<file path="config.mk">
export PLATFORM = sky130hd
export DESIGN_NAME = vscale_mul_div_iter_flat
export DESIGN_NICKNAME = d
export VERILOG_FILES = /design/src/rtl/vscale_mul_div_iter_pkg.sv /design/src/rtl/vscale_mul_div_iter_if.sv /design/src/rtl/vscale_md_negate.sv /design/src/rtl/vscale_mul_div_iter.sv /design/src/flat_wrapper.sv
export SDC_FILE = /design/constraint.sdc
export NUM_CORES = 1
export LEC_CHECK = 0
export ABC_AREA = 1
export CORE_MARGIN = 5
export CORE_UTILIZATION = 55
export CTS_CLUSTER_SIZE = 14
export DETAILED_ROUTE_END_ITERATION = 8
export PLACE_DENSITY = 0.75
export SLEW_MARGIN = 20
export SYNTH_ARGS = -nofsm -noshare
export SYNTH_HDL_FRONTEND = slang
export SYNTH_SLANG_ARGS = --single-unit
export TNS_END_PERCENT = 50
</file>
<file path="constraint.sdc">
create_clock -name clk -period 6.4 [get_ports clk]
set_input_delay 1.28 -clock clk [delete_from_list [all_inputs] [get_ports clk]]
set_output_delay 1.28 -clock clk [all_outputs]
set_load 0.005 [all_outputs]
</file>
<file path="src/rtl/vscale_mul_div_iter_pkg.sv">
// Shared constants for the vscale iterative multiply/divide unit:
// operation codes, output select codes and FSM state encodings.
package vscale_mul_div_iter_pkg;

    localparam int MD_OP_WIDTH = 2;

    localparam logic [MD_OP_WIDTH-1:0] MD_OP_MUL = 2'd0;
    localparam logic [MD_OP_WIDTH-1:0] MD_OP_DIV = 2'd1;
    localparam logic [MD_OP_WIDTH-1:0] MD_OP_REM = 2'd2;

    localparam logic MD_OUT_LO = 1'b0;
    localparam logic MD_OUT_HI = 1'b1;

    typedef enum logic [2:0] {
        S_IDLE    = 3'd0,
        S_SETUP   = 3'd1,
        S_COMPUTE = 3'd2,
        S_FINISH  = 3'd3,
        S_DONE    = 3'd4
    } md_state_t;

endpackage

</file>
<file path="src/rtl/vscale_mul_div_iter_if.sv">
// Request/response handshake bundle between the execute-stage control
// (master) and the multiply/divide unit (slave).
interface vscale_mul_div_iter_if
    import vscale_mul_div_iter_pkg::*;
#(
    parameter int XLEN = 32
);
    logic                   req_valid;
    logic                   req_ready;
    logic [MD_OP_WIDTH-1:0] req_op;
    logic                   req_in_1_signed;
    logic                   req_in_2_signed;
    logic                   req_out_sel;
    logic [XLEN-1:0]        req_in_1;
    logic [XLEN-1:0]        req_in_2;
    logic                   kill;
    logic                   resp_valid;
    logic                   resp_ready;
    logic [XLEN-1:0]        resp_out;

    modport master (
        output req_valid, req_op, req_in_1_signed, req_in_2_signed,
               req_out_sel, req_in_1, req_in_2, kill, resp_ready,
        input  req_ready, resp_valid, resp_out
    );

    modport slave (
        input  req_valid, req_op, req_in_1_signed, req_in_2_signed,
               req_out_sel, req_in_1, req_in_2, kill, resp_ready,
        output req_ready, resp_valid, resp_out
    );

endinterface

</file>
<file path="src/rtl/vscale_md_negate.sv">
// Conditional two's-complement negator: out = en ? -in : in.
module vscale_md_negate #(
    parameter int WIDTH = 32
) (
    input  logic [WIDTH-1:0] in,
    input  logic             en,
    output logic [WIDTH-1:0] out
);

    assign out = en ? (~in + {{(WIDTH-1){1'b0}}, 1'b1}) : in;

endmodule

</file>
<file path="src/rtl/vscale_mul_div_iter.sv">
// Iterative radix-2 multiply/divide unit (RV32M/RV64M). Operands are
// reduced to unsigned magnitudes, processed one bit per cycle (shift-add
// multiply or restoring divide) and the sign is restored at the end.
module vscale_mul_div_iter
    import vscale_mul_div_iter_pkg::*;
#(
    parameter int XLEN  = 32,
    parameter int CNT_W = $clog2(XLEN) + 1
) (
    input  logic                 clk,
    input  logic                 reset_n,
    vscale_mul_div_iter_if.slave md
);

    md_state_t              state, state_nxt;
    logic [CNT_W-1:0]       counter;
    logic [MD_OP_WIDTH-1:0] op;
    logic                   out_sel;
    logic                   in_1_signed;
    logic                   in_2_signed;
    logic                   neg_out;
    // a: multiplicand / dividend, then quotient as it shifts in.
    // b: multiplier (shifted right) / divisor.
    logic [XLEN-1:0]        a, b;
    logic [XLEN:0]          rem;
    logic [2*XLEN-1:0]      acc;
    logic [XLEN-1:0]        resp_out_r;

    logic                   accept;
    logic                   is_mul;
    logic                   sign_1, sign_2;
    logic [XLEN-1:0]        a_abs, b_abs;
    logic [XLEN:0]          mul_sum;
    logic [XLEN:0]          div_shift;
    logic [XLEN+1:0]        div_diff;
    logic                   div_ok;
    logic [2*XLEN-1:0]      res_raw, res_neg;
    logic [XLEN-1:0]        res_sel;

    assign md.req_ready  = (state == S_IDLE) && !md.kill;
    assign md.resp_valid = (state == S_DONE);
    assign md.resp_out   = resp_out_r;

    assign accept = md.req_valid && md.req_ready;
    // Reserved op code 3 falls through to multiply.
    assign is_mul = (op != MD_OP_DIV) && (op != MD_OP_REM);
    assign sign_1 = in_1_signed && a[XLEN-1];
    assign sign_2 = in_2_signed && b[XLEN-1];

    vscale_md_negate #(.WIDTH(XLEN)) u_neg_in_1 (
        .in  (a),
        .en  (sign_1),
        .out (a_abs)
    );

    vscale_md_negate #(.WIDTH(XLEN)) u_neg_in_2 (
        .in  (b),
        .en  (sign_2),
        .out (b_abs)
    );

    // Shift-add step: add multiplicand into the upper half when the
    // current multiplier bit is set, then shift the accumulator right.
    assign mul_sum = {1'b0, acc[2*XLEN-1:XLEN]} + {1'b0, (b[0] ? a : {XLEN{1'b0}})};

    // Restoring step: bring in the next dividend bit and trial-subtract
    // the divisor; a borrow means the quotient bit is 0 and no restore.
    assign div_shift = {rem[XLEN-1:0], a[XLEN-1]};
    assign div_diff  = {1'b0, div_shift} - {2'b00, b};
    assign div_ok    = !div_diff[XLEN+1];

    always_comb begin
        res_raw = acc;
        if (op == MD_OP_DIV) begin
            res_raw = {{XLEN{1'b0}}, a};
        end else if (op == MD_OP_REM) begin
            res_raw = {{(XLEN-1){1'b0}}, rem};
        end
    end

    vscale_md_negate #(.WIDTH(2*XLEN)) u_neg_res (
        .in  (res_raw),
        .en  (neg_out),
        .out (res_neg)
    );

    assign res_sel = (is_mul && out_sel == MD_OUT_HI) ? res_neg[2*XLEN-1:XLEN]
                                                      : res_neg[XLEN-1:0];

    // State register.
    always_ff @(posedge clk or negedge reset_n) begin
        if (!reset_n) begin
            state <= S_IDLE;
        end else begin
            state <= state_nxt;
        end
    end

    // Next-state logic; kill overrides every transition.
    always_comb begin
        state_nxt = state;
        case (state)
            S_IDLE:    if (accept) state_nxt = S_SETUP;
            S_SETUP:   state_nxt = S_COMPUTE;
            S_COMPUTE: if (counter == CNT_W'(1)) state_nxt = S_FINISH;
            S_FINISH:  state_nxt = S_DONE;
            S_DONE:    if (md.resp_ready) state_nxt = S_IDLE;
            default:   state_nxt = S_IDLE;
        endcase
        if (md.kill) begin
            state_nxt = S_IDLE;
        end
    end

    // Operand capture, magnitude setup, per-bit iteration and result register.
    always_ff @(posedge clk or negedge reset_n) begin
        if (!reset_n) begin
            counter     <= '0;
            op          <= MD_OP_MUL;
            out_sel     <= MD_OUT_LO;
            in_1_signed <= 1'b0;
            in_2_signed <= 1'b0;
            neg_out     <= 1'b0;
            a           <= '0;
            b           <= '0;
            rem         <= '0;
            acc         <= '0;
            resp_out_r  <= '0;
        end else begin
            case (state)
                S_IDLE: begin
                    if (accept) begin
                        op          <= md.req_op;
                        out_sel     <= md.req_out_sel;
                        in_1_signed <= md.req_in_1_signed;
                        in_2_signed <= md.req_in_2_signed;
                        a           <= md.req_in_1;
                        b           <= md.req_in_2;
                    end
                end
                S_SETUP: begin
                    a       <= a_abs;
                    b       <= b_abs;
                    counter <= CNT_W'(XLEN);
                    acc     <= '0;
                    rem     <= '0;
                    if (op == MD_OP_REM) begin
                        neg_out <= sign_1;
                    end else if (op == MD_OP_DIV) begin
                        // Divide by zero must yield all ones, so no sign fix-up.
                        neg_out <= (sign_1 ^ sign_2) && (b != '0);
                    end else begin
                        neg_out <= sign_1 ^ sign_2;
                    end
                end
                S_COMPUTE: begin
                    counter <= counter - CNT_W'(1);
                    if (is_mul) begin
                        acc <= {mul_sum, acc[XLEN-1:1]};
                        b   <= {1'b0, b[XLEN-1:1]};
                    end else begin
                        rem <= div_ok ? div_diff[XLEN:0] : div_shift;
                        a   <= {a[XLEN-2:0], div_ok};
                    end
                end
                S_FINISH: begin
                    if (!md.kill) begin
                        resp_out_r <= res_sel;
                    end
                end
                default: ;
            endcase
        end
    end

endmodule

</file>
<file path="src/flat_wrapper.sv">
// flat-port wrapper written by rule: the top's interface ports become plain ports
module vscale_mul_div_iter_flat import vscale_mul_div_iter_pkg::*;
#(
    parameter int XLEN  = 32,
    parameter int CNT_W = $clog2(XLEN) + 1
)
  (clk, reset_n, md_req_valid, md_req_op, md_req_in_1_signed, md_req_in_2_signed, md_req_out_sel, md_req_in_1, md_req_in_2, md_kill, md_resp_ready, md_req_ready, md_resp_valid, md_resp_out);
  vscale_mul_div_iter_if #(.XLEN(XLEN)) md_i ();
  input  logic clk;
  input  logic reset_n;
  input wire logic [$bits(md_i.req_valid)-1:0] md_req_valid;
  input wire logic [$bits(md_i.req_op)-1:0] md_req_op;
  input wire logic [$bits(md_i.req_in_1_signed)-1:0] md_req_in_1_signed;
  input wire logic [$bits(md_i.req_in_2_signed)-1:0] md_req_in_2_signed;
  input wire logic [$bits(md_i.req_out_sel)-1:0] md_req_out_sel;
  input wire logic [$bits(md_i.req_in_1)-1:0] md_req_in_1;
  input wire logic [$bits(md_i.req_in_2)-1:0] md_req_in_2;
  input wire logic [$bits(md_i.kill)-1:0] md_kill;
  input wire logic [$bits(md_i.resp_ready)-1:0] md_resp_ready;
  output wire logic [$bits(md_i.req_ready)-1:0] md_req_ready;
  output wire logic [$bits(md_i.resp_valid)-1:0] md_resp_valid;
  output wire logic [$bits(md_i.resp_out)-1:0] md_resp_out;
  assign md_i.req_valid = md_req_valid;
  assign md_i.req_op = md_req_op;
  assign md_i.req_in_1_signed = md_req_in_1_signed;
  assign md_i.req_in_2_signed = md_req_in_2_signed;
  assign md_i.req_out_sel = md_req_out_sel;
  assign md_i.req_in_1 = md_req_in_1;
  assign md_i.req_in_2 = md_req_in_2;
  assign md_i.kill = md_kill;
  assign md_i.resp_ready = md_resp_ready;
  assign md_req_ready = md_i.req_ready;
  assign md_resp_valid = md_i.resp_valid;
  assign md_resp_out = md_i.resp_out;
  vscale_mul_div_iter #(.XLEN(XLEN), .CNT_W(CNT_W)) u_core (.clk(clk), .reset_n(reset_n), .md(md_i));
endmodule
</file>
-- Yosys cells after proc, flatten, opt, wreduce, memory -nomap -nowiden
Cells that the tools add are included.
- output and inout port bits: 34
- input bits: 74
- register bits: 208
- logic and storage cells: 86
- mux-type cells: 26
- equal/unequal tests: 17
- reductions and logical operators: 20
- bitwise operators: 5
- add/subtract/negate cells: 6
- operator list (cell ; count):
    two-way mux 32 bit ; 8
    two-way mux 64 bit ; 4
    one-hot mux 32 bit (3 select lines) ; 2
    one-hot mux 64 bit (2 select lines) ; 1
    two-way mux 33 bit ; 2
    one-hot mux 33 bit (2 select lines) ; 1
    adder 32 x 1 -> 32 bit (second input constant) ; 2
    adder 64 x 1 -> 64 bit (second input constant) ; 1
    NOT 32 bit ; 2
    NOT 64 bit ; 1
    subtractor 33 x 32 -> 34 bit ; 1
    adder 32 x 32 -> 33 bit ; 1
    nonzero test 32 bit ; 1
    one-hot mux 3 bit (5 select lines) ; 1
    two-way mux 3 bit ; 4
    one-hot mux 6 bit (2 select lines) ; 1
    inequality test 2 x 1 -> 1 bit (second input constant) ; 5
    AND reduction 2 bit ; 4
    AND reduction 4 bit ; 2
    logical AND 1 bit ; 7
    == test 3 x 2 -> 1 bit (second input constant) ; 2
    == test 6 x 1 -> 1 bit (second input constant) ; 1
    inequality test 3 x 2 -> 1 bit (second input constant) ; 2
    subtractor 6 x 1 -> 6 bit (second input constant) ; 1
    14 further kinds ; 17

-- Longest topological paths before layout
- word-level depth: 7
- depth in mapped cells: 22

-- Cells and area by module
A second synthesis with hierarchy kept.
- cells, all modules: 3338
- area total of the unflattened synthesis: 20085.5 µm²
- modules (own cells, without submodules) (module ; sequential area each (µm²) ; cells an instance ; area each (µm²) ; instances):
    vscale_mul_div_iter ; 5205.0 ; 2386 ; 15402.3 ; 1
    vscale_md_negate (u_core.u_neg_res) ; 0.0 ; 498 ; 2466.1 ; 1
    vscale_md_negate (u_core.u_neg_in_1 ...) ; 0.0 ; 227 ; 1108.6 ; 2

-- Worst setup path before layout
No wires, ideal clock.
- path type: input -> output
- start point: input port md_kill
- end point: output port md_req_ready
- buffers on the path: 0
- path slack: 3590 ps
- arrival: 1530 ps
- cell stages on the path: 3
- cells stage by stage: nor2_1 > nand2_1 > inv_1
- word-level cells in the longest chain between the ends: 2
- ends and longest elaborated chain (what ; RTL line ; RTL):
    start, declared ; flat_wrapper.sv:18 ; input wire logic [$bits(md_i.kill)-1:0] md_kill;
    logical NOT 1 bit ; vscale_mul_div_iter.sv:40 ; assign md.req_ready = (state == S_IDLE) && !md.kill;
    logical AND 1 bit ; vscale_mul_div_iter.sv:40 ;
    end, declared ; flat_wrapper.sv:20 ; output wire logic [$bits(md_i.req_ready)-1:0] md_req_ready;
No other way between the ends.

-- Worst setup path after layout
- start point: register u_core.state[0]
- end point: register u_core.acc[38]
- word-level cells in the longest chain between the ends: 3
- elaborated cells on any way between the ends: 6
- ends and longest elaborated chain (what ; RTL line ; RTL):
    start, declared ; vscale_mul_div_iter.sv:15 ; md_state_t state, state_nxt;
    start signal, assigned ; vscale_mul_div_iter.sv:95 ; state <= state_nxt;
    == test 3 x 2 -> 1 bit / == test 3 x 1 -> 1 bit (equally long branches) ; vscale_mul_div_iter.sv:130 ; case (state)
    inequality test 2 x 1 -> 1 bit (no line) / nonzero test 2 bit (equally long branches) ; - ;
    AND reduction 2 bit (no line) ; - ;
    end signal, assigned ; vscale_mul_div_iter.sv:159 ; acc <= {mul_sum, acc[XLEN-1:1]};
    end, declared ; vscale_mul_div_iter.sv:26 ; logic [2*XLEN-1:0] acc;
Several ways; a longest one is shown, not always the timed one.
A chain may end at the register's enable or synchronous reset.

==> metrics.txt <==
# TYPE chip_impl_metric gauge
chip_impl_metric{name="clkSlewWorstSetupHoldPaths",unit="ns"} 0.06
chip_impl_metric{name="yosys.area_share.xor_xnor",unit="%"} 1.261
chip_impl_metric{name="synth.area.mux_share",unit="%"} 0
chip_impl_metric{name="synth-edff-count",unit=""} 0
chip_impl_metric{name="leakage",unit="nW"} 9.980
chip_impl_info{name="hp-class",value="reg -> reg"} 1
chip_impl_metric{name="final-hold-violation-count",unit=""} 0
chip_impl_metric{name="post-synth-top-area-fraction",unit="%"} 28.83
chip_impl_info{name="critical_path.endpoint_type",value="flip-flop"} 1
chip_impl_info{name="synth_top_family_by_area",value="simple AND/OR/NAND/NOR gates"} 1
chip_impl_metric{name="max_freq",unit="GHz"} 0.2469
chip_impl_info{name="crit_type",value="reg -> reg"} 1
chip_impl_metric{name="worst-slew-pin-transition",unit="ns"} 1.066
chip_impl_info{name="cell_taking_the_most_area_after_synthesis",value="dfrtp_1"} 1
chip_impl_metric{name="power_density",unit="nW/um^2"} 444.9
chip_impl_metric{name="worst_ep_required_time",unit="ns"} 6.85
chip_impl_metric{name="synth.lib_cells_used.distinct",unit=""} 50
chip_impl_info{name="min-delay-start",value="u_core.md.resp_out[7]"} 1
chip_impl_info{name="setup.worst_path.start_class",value="flip-flop"} 1
chip_impl_metric{name="mappedNetlistNets",unit=""} 2997
chip_impl_metric{name="hold_buffer_count_at_cts",unit=""} 0
chip_impl_metric{name="cts_made_buffers",unit=""} 27
chip_impl_metric{name="die_h",unit="um"} 191.2
chip_impl_metric{name="antenna_found_initial",unit=""} 0
chip_impl_metric{name="final_net_count",unit=""} 3045
chip_impl_metric{name="synth_compound_area_share",unit="%"} 18.82
chip_impl_metric{name="avgRoutedWirePerCell",unit="um"} 20.18
chip_impl_info{name="tritoncts",value="yes"} 1
chip_impl_metric{name="finalCriticalPeriod",unit="ns"} 4.050
chip_impl_metric{name="critical_path_arrival",unit="ns"} 4.50
chip_impl_metric{name="synth_simple_gate_area_share",unit="%"} 36.53
chip_impl_metric{name="post_cts_resize_count",unit=""} 0
chip_impl_metric{name="yosys_register_bits",unit=""} 208
chip_impl_metric{name="final_weighted_congestion_in_routability_driven_placement",unit=""} 1.016
chip_impl_metric{name="worst_skew_pair.late_latency",unit="ns"} 0.57
chip_impl_info{name="outcome",value="completed"} 1
chip_impl_metric{name="drt_wl_total",unit="um"} 67840
chip_impl_metric{name="multi_input_combinational_cell_area",unit="um^2"} 11180
chip_impl_info{name="synth_top_flop_cell",value="dfrtp_1"} 1
chip_impl_metric{name="max-clock-path-buffers",unit=""} 3
chip_impl_metric{name="tns",unit="ns"} 0
chip_impl_metric{name="synth_area_per_cell",unit="um^2"} 6.337
chip_impl_metric{name="start_util",unit="%"} 55.63
chip_impl_metric{name="count_of_yosys_warnings_during_synthesis",unit=""} 0
chip_impl_metric{name="ff_latch_area",unit="um^2"} 5206
chip_impl_info{name="cts_root_buf",value="clkbuf_16"} 1
chip_impl_metric{name="global_route.usage.total",unit="%"} 36.48
chip_impl_metric{name="post_route_cells_drive_above_1_share",unit="%"} 4.421
chip_impl_metric{name="grt-ovfl-total",unit=""} 0
chip_impl_metric{name="pin_count",unit=""} 108
chip_impl_metric{name="area_of_the_die",unit="um^2"} 36550
chip_impl_metric{name="layout.core_utilization",unit="%"} 62.57
chip_impl_metric{name="vias",unit=""} 20455
chip_impl_metric{name="tritoncts_num_sinks",unit=""} 208
chip_impl_metric{name="dr.pass1.iters",unit=""} 7
chip_impl_metric{name="cts_htree_levels",unit=""} 1
chip_impl_info{name="rsz_0062_raised_after_global_routing",value="false"} 1
chip_impl_metric{name="via_per_inst",unit=""} 6.086
chip_impl_metric{name="placeableCoreArea",unit="um^2"} 32450
chip_impl_metric{name="drc",unit=""} 0
chip_impl_info{name="crit_start",value="u_core.state[0]"} 1
chip_impl_info{name="synth.cells.most_frequent",value="817 x nand2_1, 309 x nor2_1, 306 x inv_1, 254 x nand3_1, 208 x dfrtp_1"} 1
chip_impl_info{name="synth_area_leaders",value="dfrtp_1 29%, nand2_1 17%, nand3_1 7.0%, nor2_1 6.4%, inv_1 6.4%"} 1
chip_impl_metric{name="areaGrowthSynthToFinish",unit="%"} 12.47
chip_impl_metric{name="wire_length_of_the_first_global_routing_pass",unit="um"} 105700
chip_impl_metric{name="cap_violations",unit=""} 0
chip_impl_metric{name="vdd.ir_drop.worst",unit="mV"} 0.2867
chip_impl_metric{name="drt_iter0_drc",unit=""} 2340
chip_impl_metric{name="synth_async_sr_flop_share",unit="%"} 100.0
chip_impl_metric{name="hpwlAfterDp",unit="um"} 52260
chip_impl_metric{name="grt_pass1_vias",unit=""} 19353
chip_impl_metric{name="floorplan.die.width",unit="um"} 191.2
chip_impl_info{name="reg2reg_from",value="u_core.state[0]"} 1
chip_impl_metric{name="cts_setup_buffers",unit=""} 0
chip_impl_metric{name="report.final.setup_viol",unit=""} 0
chip_impl_metric{name="area_share_of_fa_ha_maj_cells_after_synthesis",unit="%"} 5.211
chip_impl_metric{name="number_of_rows_created_at_floorplan",unit=""} 66
chip_impl_metric{name="filler_cell_count_in_the_final_layout",unit=""} 3082
chip_impl_metric{name="post-route-period-util",unit="%"} 63.28
chip_impl_metric{name="critPathMaxFanout",unit=""} 55
chip_impl_metric{name="finClkSkew",unit="ns"} 0.01994
chip_impl_metric{name="io_buffers",unit=""} 107
chip_impl_metric{name="synth_cells",unit=""} 2849
chip_impl_metric{name="postRouteAntennaNets",unit=""} 0
chip_impl_metric{name="synth.cell_area",unit="um^2"} 18050
chip_impl_metric{name="slew_viol_final",unit=""} 0
chip_impl_metric{name="grt_max_degree",unit=""} 152
chip_impl_info{name="yosys.cell_count.top_type",value="nand2_1"} 1
chip_impl_metric{name="synth_sequential_area_ratio",unit="%"} 28.83
chip_impl_metric{name="slew-limit-headroom",unit="%"} 28.85
report_power, final:
| group | switching, mW | leakage, nW | internal [mW] | total [mW] |
|---|---|---|---|---|
| Sequential | 0.506 | 2.65 | 1.72 | 2.23 |
| Clock | 0.630 | 0.473 | 1.01 | 1.64 |
| Combinational | 3.53 | 6.86 | 1.64 | 5.16 |
flip-flops by register name, summed over array words and instances, names as in the netlist, 2 cells and up:
register	flops
u_core.a	32
u_core.acc	64
u_core.b	32
u_core.counter	6
u_core.md.resp_out	32
u_core.op	2
u_core.rem	33
u_core.state	3
layout make-up:
cell class / count / share of cell area, %
multi-input cells: 2222 / 55.08
flip-flops and latches: 208 / 25.64
repair buffers: 124 / 5.989
inverters: 314 / 5.854
clock buffers: 39 / 3.845
well taps: 442 / 2.724
clock inverters: 11 / 0.8565
diodes: 1 / 0.01232
cell families (layout without fill, tap and decap cells):
kind of cell / Yosys count / in the layout
other: 0 / 1
AND/OR/NAND/NOR: 1553 / 1553
XOR/XNOR: 26 / 26
buffers and inverters: 419 / 488
flip-flops: 208 / 208
adder cells (fa/ha/maj): 74 / 74
AO/OA/AOI/OAI: 569 / 569
cell usage in the layout, fill, tap and decap left out, types with 12 or more instances in the layout:
cell type / instances
nand2_1: 816
nor2_1: 307
inv_1: 305
nand3_1: 252
dfrtp_1: 207
o21ai_0: 200
a21oi_1: 152
clkdlybuf4s50_1: 106
ha_1: 72
nand4_1: 65
a22oi_1: 56
a221oi_1: 39
nor3_1: 38
clkbuf_16: 27
o211ai_1: 23
o21ai_1: 16
a31oi_1: 16
buf_4: 16
xnor2_1: 15
nand2_2: 14
o22ai_1: 14
nand3b_1: 14
nor2_2: 12
routing by layer:
layer	global-route usage, %	part of all wire (%)	vias up
met1	47.05	39	9422
met4	21.63	7.4	0
met3	4.675	8.6	238
li1	-	-	9643
met2	58.83	45	1152
met5	0	0	-
final timing paths:
kind | end | slack (ns) | depth (start not counted)
setup / recovery | u_core.acc[38] | 2.35 | 8
setup reg to reg | u_core.acc[38] | 2.35 | 8
max in group asynchronous | u_core.md.resp_out[4] | 4.45 | 2
min in group asynchronous | u_core.acc[58] | 0.67 | 1
hold / removal | u_core.md.resp_out[7] | 0.48 | 2
hold reg to reg | u_core.md.resp_out[7] | 0.48 | 2
critical path: stages (launching register included):
cell     delay [ns]
dfrtp_1        0.43
nor2_1         0.13
nand2_1        0.37
inv_2          0.64
nand2_1        0.67
nand2_1        0.20
buf_4          0.54
inv_2          0.52
o31ai_1        0.37
per-stage QoR:
stage                     instances  hold WS [ns]  cell area, um^2  setup slack, ns  power, mW
final                          3361        0.4845            20310            2.350      9.035
after global routing           3360        0.5017            20300            2.136      9.684
after CTS                      3360        0.4851            20300            2.423      8.905
after detailed placement       3310        0.4680            19340            2.479      7.236
after global placement         3310        0.4625            19340            2.571      7.148
after floorplan                2849        0.4422            18050            3.590      5.652
Power figures use the tool's default switching activity.
